<file path="config.mk">
export PLATFORM = sky130hd
export DESIGN_NAME = tlb_ctrl
export DESIGN_NICKNAME = d
export VERILOG_FILES = /design/src/rtl/tlb_pkg.sv /design/src/rtl/tlb_random_cnt.sv /design/src/rtl/tlb_ctrl.sv
export SDC_FILE = /design/constraint.sdc
export NUM_CORES = 1
export LEC_CHECK = 0
export CAP_MARGIN = 25
export CORE_AREA = 2 2 167 169
export DETAILED_ROUTE_END_ITERATION = 8
export DIE_AREA = 0 0 169 171
export PLACE_DENSITY_LB_ADDON = 0.12
export SLEW_MARGIN = 20
export SYNTH_ARGS = -nofsm -noshare
export SYNTH_HDL_FRONTEND = slang
export SYNTH_SLANG_ARGS = --single-unit
</file>
<file path="constraint.sdc">
create_clock -name clk -period 3.3 [get_ports clk]
set_input_delay 0.495 -clock clk [delete_from_list [all_inputs] [get_ports clk]]
set_output_delay 0.495 -clock clk [all_outputs]
set_load 0.005 [all_outputs]
</file>
<file path="src/rtl/tlb_pkg.sv">
// Shared definitions for the TLB maintenance controller: op codes, CP0 register
// numbers, the 78-bit TLB entry bus layout and the controller FSM states.
package tlb_pkg;

   localparam int TLBNUM = 16;
   localparam int IW     = $clog2(TLBNUM);

   localparam logic [1:0] TLBOP_P  = 2'b00;
   localparam logic [1:0] TLBOP_R  = 2'b01;
   localparam logic [1:0] TLBOP_WI = 2'b10;
   localparam logic [1:0] TLBOP_WR = 2'b11;

   localparam logic [4:0] CP0_INDEX    = 5'd0;
   localparam logic [4:0] CP0_ENTRYLO0 = 5'd2;
   localparam logic [4:0] CP0_ENTRYLO1 = 5'd3;
   localparam logic [4:0] CP0_WIRED    = 5'd6;
   localparam logic [4:0] CP0_ENTRYHI  = 5'd10;

   localparam logic [31:0] MASK_ENTRYHI = 32'hFFFF_E0FF;
   localparam logic [31:0] MASK_ENTRYLO = 32'h03FF_FFFF;

   localparam int TLB_ENTRY_W = 78;
   localparam int OFS_V1   = 0;
   localparam int OFS_D1   = 1;
   localparam int OFS_C1   = 2;
   localparam int OFS_PFN1 = 5;
   localparam int OFS_V0   = 25;
   localparam int OFS_D0   = 26;
   localparam int OFS_C0   = 27;
   localparam int OFS_PFN0 = 30;
   localparam int OFS_G    = 50;
   localparam int OFS_ASID = 51;
   localparam int OFS_VPN2 = 59;

   typedef enum logic [1:0] {
      ST_IDLE  = 2'd0,
      ST_PROBE = 2'd1,
      ST_READ  = 2'd2,
      ST_WRITE = 2'd3
   } tlb_state_e;

   typedef struct packed {
      logic [18:0] vpn2;
      logic [7:0]  asid;
      logic        g;
      logic [19:0] pfn0;
      logic [2:0]  c0;
      logic        d0;
      logic        v0;
      logic [19:0] pfn1;
      logic [2:0]  c1;
      logic        d1;
      logic        v1;
   } tlb_entry_t;

   function automatic logic [TLB_ENTRY_W-1:0] tlb_pack(input tlb_entry_t e);
      logic [TLB_ENTRY_W-1:0] b;
      b = '0;
      b[OFS_VPN2 +: 19] = e.vpn2;
      b[OFS_ASID +: 8]  = e.asid;
      b[OFS_G]          = e.g;
      b[OFS_PFN0 +: 20] = e.pfn0;
      b[OFS_C0 +: 3]    = e.c0;
      b[OFS_D0]         = e.d0;
      b[OFS_V0]         = e.v0;
      b[OFS_PFN1 +: 20] = e.pfn1;
      b[OFS_C1 +: 3]    = e.c1;
      b[OFS_D1]         = e.d1;
      b[OFS_V1]         = e.v1;
      return b;
   endfunction

   function automatic tlb_entry_t tlb_unpack(input logic [TLB_ENTRY_W-1:0] b);
      tlb_entry_t e;
      e.vpn2 = b[OFS_VPN2 +: 19];
      e.asid = b[OFS_ASID +: 8];
      e.g    = b[OFS_G];
      e.pfn0 = b[OFS_PFN0 +: 20];
      e.c0   = b[OFS_C0 +: 3];
      e.d0   = b[OFS_D0];
      e.v0   = b[OFS_V0];
      e.pfn1 = b[OFS_PFN1 +: 20];
      e.c1   = b[OFS_C1 +: 3];
      e.d1   = b[OFS_D1];
      e.v1   = b[OFS_V1];
      return e;
   endfunction

endpackage

</file>
<file path="src/rtl/tlb_random_cnt.sv">
// CP0 Random: free-running down counter that wraps to TLBNUM-1 once it reaches
// Wired, and reloads TLBNUM-1 whenever Wired is written.
module tlb_random_cnt
   import tlb_pkg::*;
(
   input  logic          clk,
   input  logic          resetn,
   input  logic          wired_we_i,
   input  logic [IW-1:0] wired_i,
   output logic [IW-1:0] random_o
);

   localparam logic [IW-1:0] RAND_MAX = IW'(TLBNUM - 1);

   logic [IW-1:0] random_q, random_d;

   always_comb begin
      random_d = random_q - 1'b1;
      if (wired_we_i || (random_q == wired_i)) begin
         random_d = RAND_MAX;
      end
   end

   always_ff @(posedge clk or negedge resetn) begin
      if (!resetn) begin
         random_q <= RAND_MAX;
      end else begin
         random_q <= random_d;
      end
   end

   assign random_o = random_q;

endmodule

</file>
<file path="src/rtl/tlb_ctrl.sv">
// Sequences TLBP/TLBR/TLBWI/TLBWR against the TLB and owns the TLB-related CP0
// registers. Each op occupies one cycle after acceptance, then returns to idle.
module tlb_ctrl
   import tlb_pkg::*;
(
   input  logic                   clk,
   input  logic                   resetn,
   input  logic                   op_valid,
   input  logic [1:0]             op_code,
   output logic                   op_ready,
   output logic                   op_done,
   output logic                   flush_req,
   input  logic                   mtc0_we,
   input  logic [4:0]             mtc0_addr,
   input  logic [31:0]            mtc0_wdata,
   output logic [31:0]            cp0_index,
   output logic [31:0]            cp0_entrylo0,
   output logic [31:0]            cp0_entrylo1,
   output logic [31:0]            cp0_entryhi,
   output logic [31:0]            cp0_random,
   output logic [31:0]            cp0_wired,
   output logic [18:0]            s_vpn2,
   output logic [7:0]             s_asid,
   input  logic                   s_found,
   input  logic [IW-1:0]          s_index,
   output logic [IW-1:0]          r_index,
   input  logic [TLB_ENTRY_W-1:0] r_entry,
   output logic                   tlb_we,
   output logic [IW-1:0]          w_index,
   output logic [TLB_ENTRY_W-1:0] w_entry
);

   tlb_state_e    state_q, state_d;
   logic [1:0]    op_q, op_d;
   logic [IW-1:0] wr_idx_q, wr_idx_d;
   logic [31:0]   index_q, index_d;
   logic [31:0]   entryhi_q, entryhi_d;
   logic [31:0]   entrylo0_q, entrylo0_d;
   logic [31:0]   entrylo1_q, entrylo1_d;
   logic [IW-1:0] wired_q, wired_d;
   logic [IW-1:0] random;
   logic          wired_we;
   tlb_entry_t    rd_e, wr_e;

   assign wired_we = mtc0_we && (mtc0_addr == CP0_WIRED);
   assign rd_e     = tlb_unpack(r_entry);

   tlb_random_cnt u_random (
      .clk        (clk),
      .resetn     (resetn),
      .wired_we_i (wired_we),
      .wired_i    (wired_q),
      .random_o   (random)
   );

   // mtc0 writes are applied first so that an FSM update on the same edge overrides them.
   always_comb begin
      state_d    = state_q;
      op_d       = op_q;
      wr_idx_d   = wr_idx_q;
      index_d    = index_q;
      entryhi_d  = entryhi_q;
      entrylo0_d = entrylo0_q;
      entrylo1_d = entrylo1_q;
      wired_d    = wired_q;

      if (mtc0_we) begin
         case (mtc0_addr)
            CP0_INDEX:    index_d[IW-1:0] = mtc0_wdata[IW-1:0];
            CP0_ENTRYHI:  entryhi_d       = mtc0_wdata & MASK_ENTRYHI;
            CP0_ENTRYLO0: entrylo0_d      = mtc0_wdata & MASK_ENTRYLO;
            CP0_ENTRYLO1: entrylo1_d      = mtc0_wdata & MASK_ENTRYLO;
            CP0_WIRED:    wired_d         = mtc0_wdata[IW-1:0];
            default: ;
         endcase
      end

      case (state_q)
         ST_IDLE: begin
            if (op_valid) begin
               op_d = op_code;
               case (op_code)
                  TLBOP_P:  state_d = ST_PROBE;
                  TLBOP_R:  state_d = ST_READ;
                  TLBOP_WI: begin
                     state_d  = ST_WRITE;
                     wr_idx_d = index_q[IW-1:0];
                  end
                  TLBOP_WR: begin
                     state_d  = ST_WRITE;
                     wr_idx_d = random;
                  end
               endcase
            end
         end
         ST_PROBE: begin
            state_d = ST_IDLE;
            index_d = {~s_found, {(31-IW){1'b0}}, s_found ? s_index : index_q[IW-1:0]};
         end
         ST_READ: begin
            state_d    = ST_IDLE;
            entryhi_d  = {rd_e.vpn2, 5'b0, rd_e.asid};
            entrylo0_d = {6'b0, rd_e.pfn0, rd_e.c0, rd_e.d0, rd_e.v0, rd_e.g};
            entrylo1_d = {6'b0, rd_e.pfn1, rd_e.c1, rd_e.d1, rd_e.v1, rd_e.g};
         end
         ST_WRITE: state_d = ST_IDLE;
         default:  state_d = ST_IDLE;
      endcase
   end

   always_ff @(posedge clk or negedge resetn) begin
      if (!resetn) begin
         state_q    <= ST_IDLE;
         op_q       <= TLBOP_P;
         wr_idx_q   <= '0;
         index_q    <= '0;
         entryhi_q  <= '0;
         entrylo0_q <= '0;
         entrylo1_q <= '0;
         wired_q    <= '0;
      end else begin
         state_q    <= state_d;
         op_q       <= op_d;
         wr_idx_q   <= wr_idx_d;
         index_q    <= index_d;
         entryhi_q  <= entryhi_d;
         entrylo0_q <= entrylo0_d;
         entrylo1_q <= entrylo1_d;
         wired_q    <= wired_d;
      end
   end

   always_comb begin
      wr_e.vpn2 = entryhi_q[31:13];
      wr_e.asid = entryhi_q[7:0];
      wr_e.g    = entrylo0_q[0] & entrylo1_q[0];
      wr_e.pfn0 = entrylo0_q[25:6];
      wr_e.c0   = entrylo0_q[5:3];
      wr_e.d0   = entrylo0_q[2];
      wr_e.v0   = entrylo0_q[1];
      wr_e.pfn1 = entrylo1_q[25:6];
      wr_e.c1   = entrylo1_q[5:3];
      wr_e.d1   = entrylo1_q[2];
      wr_e.v1   = entrylo1_q[1];
   end

   assign op_ready     = (state_q == ST_IDLE);
   assign op_done      = !op_ready;
   assign flush_req    = op_done && (op_q != TLBOP_P);
   assign tlb_we       = (state_q == ST_WRITE);
   assign w_index      = wr_idx_q;
   assign w_entry      = tlb_pack(wr_e);
   assign r_index      = index_q[IW-1:0];
   assign s_vpn2       = entryhi_q[31:13];
   assign s_asid       = entryhi_q[7:0];
   assign cp0_index    = index_q;
   assign cp0_entryhi  = entryhi_q;
   assign cp0_entrylo0 = entrylo0_q;
   assign cp0_entrylo1 = entrylo1_q;
   assign cp0_wired    = {{(32-IW){1'b0}}, wired_q};
   assign cp0_random   = {{(32-IW){1'b0}}, random};

endmodule

</file>
======== After elaboration in Yosys (flattened, before gate mapping) ========
Index checks and enable logic that the tools add are counted.
storage, ports and cells
  latch bits .............................. 0
  bits in registers ....................... 117
  memories ................................ 0
  input bits .............................. 126
  word-level logic and storage cells ...... 68
  memory bits (read-only) ................. 0
  bits in writable memories ............... 0
  output and inout port bits .............. 309
cells by class
  eq/ne operators ......................... 13
  reduce and logical (&&, ||, !) cells .... 24
  multiply operators ...................... 0
  mux-type cells .......................... 18
  shift operators ......................... 0
  magnitude comparators ................... 0
  divide/modulo/power cells ............... 0
  bitwise gates (word level) .............. 2
  add/subtract/negate cells ............... 1
operators by type and width
  cell                   count
  $mux W32               9
  $mux W4                5
  $reduce_bool A2 Y1     8
  $eq A5 B2 Y1 const B   2
  $reduce_and A2 Y1      5
  $eq A2 B2 Y1 const B   4
  $pmux W4 S2            1
  $pmux W2 S3            1
  $reduce_and A3 Y1      2
  $eq A5 B3 Y1 const B   1
  $eq A5 B4 Y1 const B   1
  $logic_not A5 Y1       1
  $eq A2 B1 Y1 const B   2
  $eq A4 B4 Y1           1
  $logic_not A2 Y1       2
  $ne A2 B2 Y1 const B   2
  $pmux W2 S2            1
  $sub A4 B1 Y4 const B  1
  $reduce_or A3 Y1       1
  $logic_and A1 B1 Y1    2
  $mux W2                1
  $reduce_or A2 Y1       1
  $and A1 B1 Y1          1
  $logic_not A1 Y1       1
  other kinds (2)        2

======== Longest topological paths before layout ========
Gate-level depths: netlist (run 1).
  depth in word-level cells ............... 5
  depth in mapped cells ................... 5
  gate-level depth less buffers ........... 4

======== Hierarchy ========
Synthesis (run 1) repeated with hierarchy kept, for this count alone.
unflattened totals
  cells, all modules ...................... 747
  area, all modules ....................... 6413.7 sq um
by module, submodules not included
  module          instances  area an instance (sq um)  cells each
  tlb_ctrl        1          6199.7                    728
  tlb_random_cnt  1          214.0                     19

======== Worst setup path after synthesis (run 1) ========
OpenSTA, ideal clock, no wires.
  path kind ............................... in2reg
  start ................................... in mtc0_addr[3]
  end ..................................... reg index_q[0] (netlist: cp0_index[0])
  arrival ................................. 1893 ps
  library setup time ...................... 123 ps
  slack ................................... 1285 ps
  data required time ...................... 3177 ps
  cell stages on the path ................. 4
  cell sequence ........................... or4b_1 buf_2 or4_4 o221a_1
between the ends
  cells in the longest elaborated chain, start to end .. 3
RTL lines
  item                                 RTL line         text
  start: declaration                   tlb_ctrl.sv:14   input logic [4:0] mtc0_addr,
  $logic_not A5 Y1                     tlb_ctrl.sv:68   case (mtc0_addr)
  $reduce_bool A2 Y1 (no source line)  --
  $reduce_and A3 Y1 (no source line)   --
  end signal: assignment               tlb_ctrl.sv:125  index_q <= index_d;
  end: declaration                     tlb_ctrl.sv:36   logic [31:0] index_q, index_d;
Every way passes these cells.
A chain may end at the register's enable or synchronous reset.

======== Final worst setup path (run 1) ========
  start ................................... in mtc0_addr[4]
  end ..................................... reg entrylo0_q[11] (netlist: cp0_entrylo0[11])
between the ends
  cells in the longest elaborated chain, start to end .. 3
RTL lines
  item                                 RTL line         text
  $eq A5 B2 Y1                         tlb_ctrl.sv:68
  $reduce_bool A2 Y1 (no source line)  --
  $reduce_and A2 Y1 (no source line)   --
  end signal: assignment               tlb_ctrl.sv:127  entrylo0_q <= entrylo0_d;
  end: declaration                     tlb_ctrl.sv:38   logic [31:0] entrylo0_q, entrylo0_d;
Every way passes these cells.

==> impl_metrics.json, run 1 <==
{
  "clk_path_buf_depth": 2,
  "tightest_slew_ns": 0.679,
  "tritoncts": "built",
  "post_route_standard_cell_area_excluding_fillers_sq_um": 9250,
  "cts_htree_levels": 3,
  "mappedNetlistArea_sq_um": 6360,
  "cts.root.buffer_cell": "sky130_fd_sc_hd__clkbuf_16",
  "port-buffer-count": 334,
  "final.setup.tns_ns": 0,
  "netlist-cell-type-count": 33,
  "critPathMaxStageDelay_ns": 0.71,
  "timing.critical_path.required_ns": 3.50,
  "core_area_sq_um": 27300,
  "r2r_setup_slack_ns": 1.50,
  "detail_route.iter0.violations": 304,
  "grt_setup_unrepaired": "false",
  "timing_hold_violations_final": 0,
  "cts_repair_resize_count": 0,
  "maxClockFrequency_mhz": 431,
  "wl_per_cell_um": 19.4,
  "first_pass_iters": 4,
  "antenna_violations_before_repair": 0,
  "status": "finished, final reports clean",
  "cts_setup_buffers": 0,
  "dieWidth_um": 169,
  "number_of_nets_with_antenna_violations_after_routing": 0,
  "holdCritPathClass": "primary input to async pin",
  "max_slew_violation_count": 0,
  "cellLeakagePower_nw": 3.62,
  "dpl.hpwl_um": 18300,
  "avgViaCountPerCell": 4.51,
  "dpl-instance-area_sq_um": 8960,
  "io-pin-count": 435,
  "syn_avg_cell_area_sq_um": 8.53,
  "fin_crit_ns": 2.32,
  "relSlewSlack_pct": 54.8,
  "crit_buf_inv": 2,
  "die_h_um": 171,
  "critical_path.top_delay_family": "buffers and inverters",
  "rr_endpoint": "cp0_entrylo1[25]",
  "detailroute.via_count": 5854,
  "critical_path.endpoint_type": "flip-flop",
  "layout-area-overhead-vs-synth_pct": 45.3,
  "worst_ep_arrival_time_ns": 2.52,
  "tritoncts.num_buffers": 9,
  "detail_route.drc_violations": 0,
  "worst_skew_late_latency_ns": 0.35,
  "grt_pass1_wl_um": 35900,
  "skew_ns": 0.0114,
  "global_route.overflow_total": 0,
  "finalSetupViolCount": 0,
  "gp_congestion": 0.718,
  "cts-hold-fix-buffers": 0,
  "insertedDiodeCount": 0,
  "grt_pass1_vias": 5597,
  "rr_worst_depth": 4,
  "num-fill-cells": 2908,
  "synth_seq_cells": 100,
  "std_cell_rows": 61,
  "fraction_of_final_layout_cells_with_drive_strength_greater_than_1_pct": 5.67,
  "drt-total-wl_um": 25200,
  "critical_path_top_delay_cell": "sky130_fd_sc_hd__or4b_2",
  "synth_sequential_area_ratio_pct": 39.4,
  "criticalPathCategory": "primary input to flip-flop",
  "critical_path.max_fanout": 52,
  "min_period_over_period_pct": 70.3,
  "crit_path_cell_trace": "clkdlybuf4s50_1, or4b_2, buf_4, o21ai_0, a31oi_1",
  "synthCells": 746,
  "maxCapViolations": 0,
  "grt_usage_pct": 16.6,
  "worst_r2r_startpoint": "state_q[0]",
  "cts_num_sinks": 100,
  "maximum_number_of_pins_on_one_net_before_global_route_repair": 69,
  "ys.warnings.count": 0,
  "initial_utilization_pct": 23.3,
  "critPathLaunchType": "primary input",
  "vdd_drop_max_uv": 237,
  "dieArea_sq_um": 28900,
  "areal_power_density_over_the_cells_nw_per_um2": 584,
  "cts.reportedPaths.clkPinSlew_ns": 0.08,
  "nets": 1075
}
cells by family (layout without fill, tap and decap cells):
family	count (synthesis)	after routing	synth area share, %
mux	10	10	1.67
other cells	1	100	0.0589
flops	100	100	39.4
simple gates	195	195	14.5
compound gates	169	169	15.5
fa+ha+maj	1	1	0.197
xor+xnor	6	6	0.826
buf+inv	264	372	27.9
power by group:
part | internal, mW | switching (mW)
Clock | 0.543 | 0.529
Combinational | 1.57 | 0.793
Sequential | 1.59 | 0.377
Total | 3.70 | 1.70
per-layer routing:
metal	vias to the layer above	global-route usage, %	share of wire [%]
li1	2668	-	-
met2	310	28.9	50
met3	21	2.43	5.9
met5	-	0	0
met4	0	4.94	1.6
met1	2855	21.3	43
how the worst max path moves through the flow:
stage | startpoint | end | slack, ns | cells after the start
after floorplan | mtc0_addr[3] | cp0_index[0] | 1.28 | 4
after global placement | mtc0_addr[3] | cp0_index[3] | 0.64 | 4
after detailed placement | mtc0_addr[3] | cp0_index[1] | 0.62 | 4
after CTS | mtc0_addr[3] | cp0_index[0] | 1.00 | 4
after global routing | mtc0_addr[3] | cp0_entrylo0[11] | 0.88 | 5
final | mtc0_addr[4] | cp0_entrylo0[11] | 0.98 | 5
registers in the layout, indices dropped and copies added (netlist names):
| register | flops |
|---|---|
| wired_q | 4 |
| cp0_entryhi | 27 |
| state_q | 2 |
| w_index | 4 |
| cp0_entrylo0 | 26 |
| u_random.random_o | 4 |
| op_q | 2 |
| cp0_entrylo1 | 26 |
| cp0_index | 5 |
worst register-to-register path: stages, from the launching register on:
cell and delay, ns:
sky130_fd_sc_hd__dfrtp_1 0.44, sky130_fd_sc_hd__nand2b_4 0.55, sky130_fd_sc_hd__buf_4 0.46, sky130_fd_sc_hd__nor2_1 0.09, sky130_fd_sc_hd__a31oi_1 0.17
placed cells by master (no fill, tap or decap), drive strengths merged:
cell type / netlist / final
or4: 1 / 1
nand4: 1 / 1
conb: 1 / 100
nor2b: 3 / 3
dfstp: 4 / 4
clkbuf: 48 / 11
a21oi: 5 / 5
nor3: 1 / 1
nand2: 2 / 2
nor4b: 1 / 1
o21ai: 79 / 79
nand3: 83 / 83
or4b: 1 / 1
nand4bb: 1 / 1
or2: 4 / 4
nand3b: 2 / 2
clkinvlp: 0 / 2
xnor2: 6 / 6
nor2: 87 / 87
clkdlybuf4s50: 0 / 333
o41ai: 1 / 1
nand2b: 3 / 3
o221a: 4 / 4
nor4bb: 2 / 2
and2: 3 / 3
dfrtp: 96 / 96
a21o: 1 / 1
inv: 5 / 8
a31oi: 79 / 79
ha: 1 / 1
buf: 211 / 18
mux2i: 5 / 5
mux2: 5 / 5
cell type report:
cell class              count  area, sq um  share of cell area, %
flip-flops and latches    100         2510                   27.1
multi-input cells         481         2500                   27.0
inverters                   5         18.8                  0.203
clock inverters             5         41.3                  0.447
well taps                 346          433                   4.68
repair buffers            351         3510                   37.9
clock buffers              11          243                   2.63
synthesized netlist by cell type:
library cell                count  share of area, %
sky130_fd_sc_hd__o41ai_2        1              0.26
sky130_fd_sc_hd__dfrtp_1       96                38
sky130_fd_sc_hd__buf_1          2              0.12
sky130_fd_sc_hd__nand3b_1       2              0.24
sky130_fd_sc_hd__nand4bb_1      1              0.18
sky130_fd_sc_hd__nand4_1        1             0.098
sky130_fd_sc_hd__nor4bb_1       2              0.31
sky130_fd_sc_hd__clkbuf_1      48               2.8
sky130_fd_sc_hd__inv_1          5              0.29
sky130_fd_sc_hd__a21oi_1        5              0.39
sky130_fd_sc_hd__and2_1         3              0.29
sky130_fd_sc_hd__ha_1           1              0.20
sky130_fd_sc_hd__nor3_1         1             0.079
sky130_fd_sc_hd__buf_2          1             0.079
sky130_fd_sc_hd__nand3_1       83               6.5
sky130_fd_sc_hd__nor2_1        87               5.1
sky130_fd_sc_hd__nand2b_1       3              0.29
sky130_fd_sc_hd__mux2_2         5              0.88
sky130_fd_sc_hd__buf_4        208                25
sky130_fd_sc_hd__o21ai_0       79               6.2
sky130_fd_sc_hd__nor2b_1        3              0.29
sky130_fd_sc_hd__or2_2          4              0.39
sky130_fd_sc_hd__xnor2_1        6              0.83
sky130_fd_sc_hd__nand2_1        2              0.12
sky130_fd_sc_hd__mux2i_1        5              0.79
sky130_fd_sc_hd__nor4b_2        1              0.24
sky130_fd_sc_hd__a31oi_1       79               7.8
sky130_fd_sc_hd__dfstp_2        4               1.7
sky130_fd_sc_hd__or4b_1         1              0.16
sky130_fd_sc_hd__conb_1         1             0.059
sky130_fd_sc_hd__o221a_1        4              0.71
sky130_fd_sc_hd__a21o_1         1              0.12
sky130_fd_sc_hd__or4_4          1              0.18
stage by stage:
stage / std cells / power (mW) / hold WS [ns] / utilization (%) / worst slack, ns
after floorplan: 845 / 3.07 / 0.199 / - / 1.28
after global routing: 1299 / 5.77 / 0.218 / 33.8 / 0.884
final: 1299 / 5.40 / 0.160 / 33.8 / 0.980
after global placement: 1283 / 4.39 / 0.463 / 32.8 / 0.640
after CTS: 1299 / 5.51 / 0.184 / 33.8 / 1.00
after detailed placement: 1283 / 4.40 / 0.467 / 32.8 / 0.618
No activity file was read; power rests on OpenSTA's default activity.
==> run 2, diff against run 1 <==
Clock period 3.3 ns to 2.27 ns, I/O delays scaled along.
==> impl_metrics.json, run 2 (synthesis results as in run 1) <==
{
  "core_area_sq_um": 27300,
  "critPathLaunchType": "primary input",
  "insertedDiodeCount": 0,
  "port-buffer-count": 334,
  "placedCellCount": 1294,
  "fin_crit_ns": 2.10,
  "worst_skew_late_latency_ns": 0.35,
  "grt_pass1_wl_um": 36200,
  "antenna_violations_before_repair": 0,
  "nets": 1086,
  "grt_pass1_vias": 5514,
  "number_of_nets_with_antenna_violations_after_routing": 0,
  "cellLeakagePower_nw": 3.69,
  "final.setup.worst_slack_ns": 0.170,
  "leading_cell_types_in_the_layout_fill_and_taps_excluded": "sky130_fd_sc_hd__clkdlybuf4s50_1, sky130_fd_sc_hd__conb_1, sky130_fd_sc_hd__dfrtp_1",
  "grt_setup_unrepaired": "false",
  "vdd_drop_max_uv": 461,
  "std_cell_rows": 61,
  "timing_hold_violations_final": 0,
  "drt-total-wl_um": 25000,
  "worst_ep_arrival_time_ns": 2.34,
  "dpl.hpwl_um": 18300,
  "largest_register_ff_count": 27,
  "detailroute.via_count": 5792,
  "fraction_of_final_layout_cells_with_drive_strength_greater_than_1_pct": 6.64,
  "post_layout_cell_count": 1310,
  "status": "finished, final reports clean",
  "final.setup.tns_ns": 0,
  "maxClockFrequency_mhz": 476,
  "detail_route.drc_violations": 0,
  "min_period_over_period_pct": 92.5,
  "tightest_slew_ns": 0.657,
  "skew_ns": 0.00850,
  "cts.root.buffer_cell": "sky130_fd_sc_hd__clkbuf_16",
  "grt_usage_pct": 16.7,
  "die_h_um": 171,
  "avgViaCountPerCell": 4.42,
  "cts.reportedPaths.clkPinSlew_ns": 0.08,
  "holdCritPathClass": "primary input to async pin",
  "criticalPathCategory": "primary input to flip-flop",
  "dieArea_sq_um": 28900,
  "pre_cts_slack_ns": -0.175,
  "max_slew_violation_count": 0,
  "clk_path_buf_depth": 2,
  "timing.critical_path.required_ns": 2.51,
  "cts_htree_levels": 3,
  "cts_repair_resize_count": 0,
  "maximum_number_of_pins_on_one_net_before_global_route_repair": 101,
  "layout_commonest_cell": "sky130_fd_sc_hd__clkdlybuf4s50_1",
  "cts_setup_buffers": 0,
  "maxCapViolations": 0,
  "relSlewSlack_pct": 56.2,
  "gp_congestion": 0.739,
  "layout-area-overhead-vs-synth_pct": 47.4,
  "dieWidth_um": 169,
  "finalSetupViolCount": 0,
  "cts_num_sinks": 100,
  "io-pin-count": 435,
  "areal_power_density_over_the_cells_nw_per_um2": 838,
  "tritoncts.num_buffers": 9,
  "initial_utilization_pct": 23.3,
  "detail_route.iter0.violations": 350,
  "cts-hold-fix-buffers": 0,
  "first_pass_iters": 4,
  "tritoncts": "built",
  "wl_per_cell_um": 19.1,
  "critical_path.endpoint_type": "flip-flop",
  "num-fill-cells": 2897,
  "whs_ns": 0.00618,
  "global_route.overflow_total": 0,
  "critical_path.max_fanout": 4
}
[run 2: cell types whose count changed in the layout (fill, tap and decap cells not counted)]
cell / previous run / this run
sky130_fd_sc_hd__clkinvlp_4: 2 / 1
sky130_fd_sc_hd__buf_4: 15 / 21
sky130_fd_sc_hd__clkbuf_1: 1 / 2
sky130_fd_sc_hd__clkbuf_8: 1 / 0
sky130_fd_sc_hd__buf_12: 3 / 8
sky130_fd_sc_hd__clkinv_4: 0 / 1
[run 2: path summary, 6_finish.rpt]
| check | slack (ns) | to | start | cells past startpoint |
|---|---|---|---|---|
| setup reg to reg | 0.66 | cp0_entrylo1[14] | state_q[0] | 4 |
| min in group clk | 0.49 | op_q[1] | op_q[1] | 1 |
| setup / recovery | 0.17 | cp0_index[2] | mtc0_addr[3] | 4 |
| max in group asynchronous | 1.70 | cp0_entrylo0[6] | resetn | 2 |
| hold / removal | 0.006 | cp0_entryhi[26] | resetn | 2 |
| hold reg to reg | 0.49 | op_q[1] | op_q[1] | 1 |
[run 2: power by group]
part	internal, mW	leakage, nW	switching [mW]
registers	2.31	1.11	0.558
logic	2.30	2.45	1.15
clock network	0.762	0.131	0.774
[run 2: per-stage QoR]
| step | utilization, % | area [sq um] | total power, mW |
|---|---|---|---|
| finish | 34.3 | 9380 | 7.86 |
| global route | 34.3 | 9380 | 8.39 |
| CTS | 34.3 | 9380 | 8.01 |
| detailed placement | 33.3 | 9110 | 6.43 |
| global placement | 33.3 | 9110 | 6.42 |
| floorplan | - | 6740 | 4.47 |
[run 2: area by class of cell]
type                            instances  area, sq um  area share, %
Multi-Input combinational cell        481         2500           26.6
Sequential cell                       100         2510           26.7
Clock buffer                           11          233           2.48
Timing Repair Buffer                  362         3650           38.9
Tap cell                              346          433           4.61
Inverter                                5         18.8          0.200
Clock inverter                          5         42.5          0.453
[run 2: layer usage]
metal / GRT usage [%] / vias to the layer above / part of all wire (%)
li1: - / 2701 / -
met4: 4.05 / 0 / 1.5
met5: 0 / - / 0
met1: 22.2 / 2802 / 44
met3: 2.80 / 15 / 5.9
met2: 28.4 / 274 / 49
[run 2: critical path, stage by stage]
cell	delay, ns
sky130_fd_sc_hd__clkdlybuf4s50_1	0.42
sky130_fd_sc_hd__or4b_2	0.75
sky130_fd_sc_hd__or4_4	0.55
sky130_fd_sc_hd__o221a_1	0.27
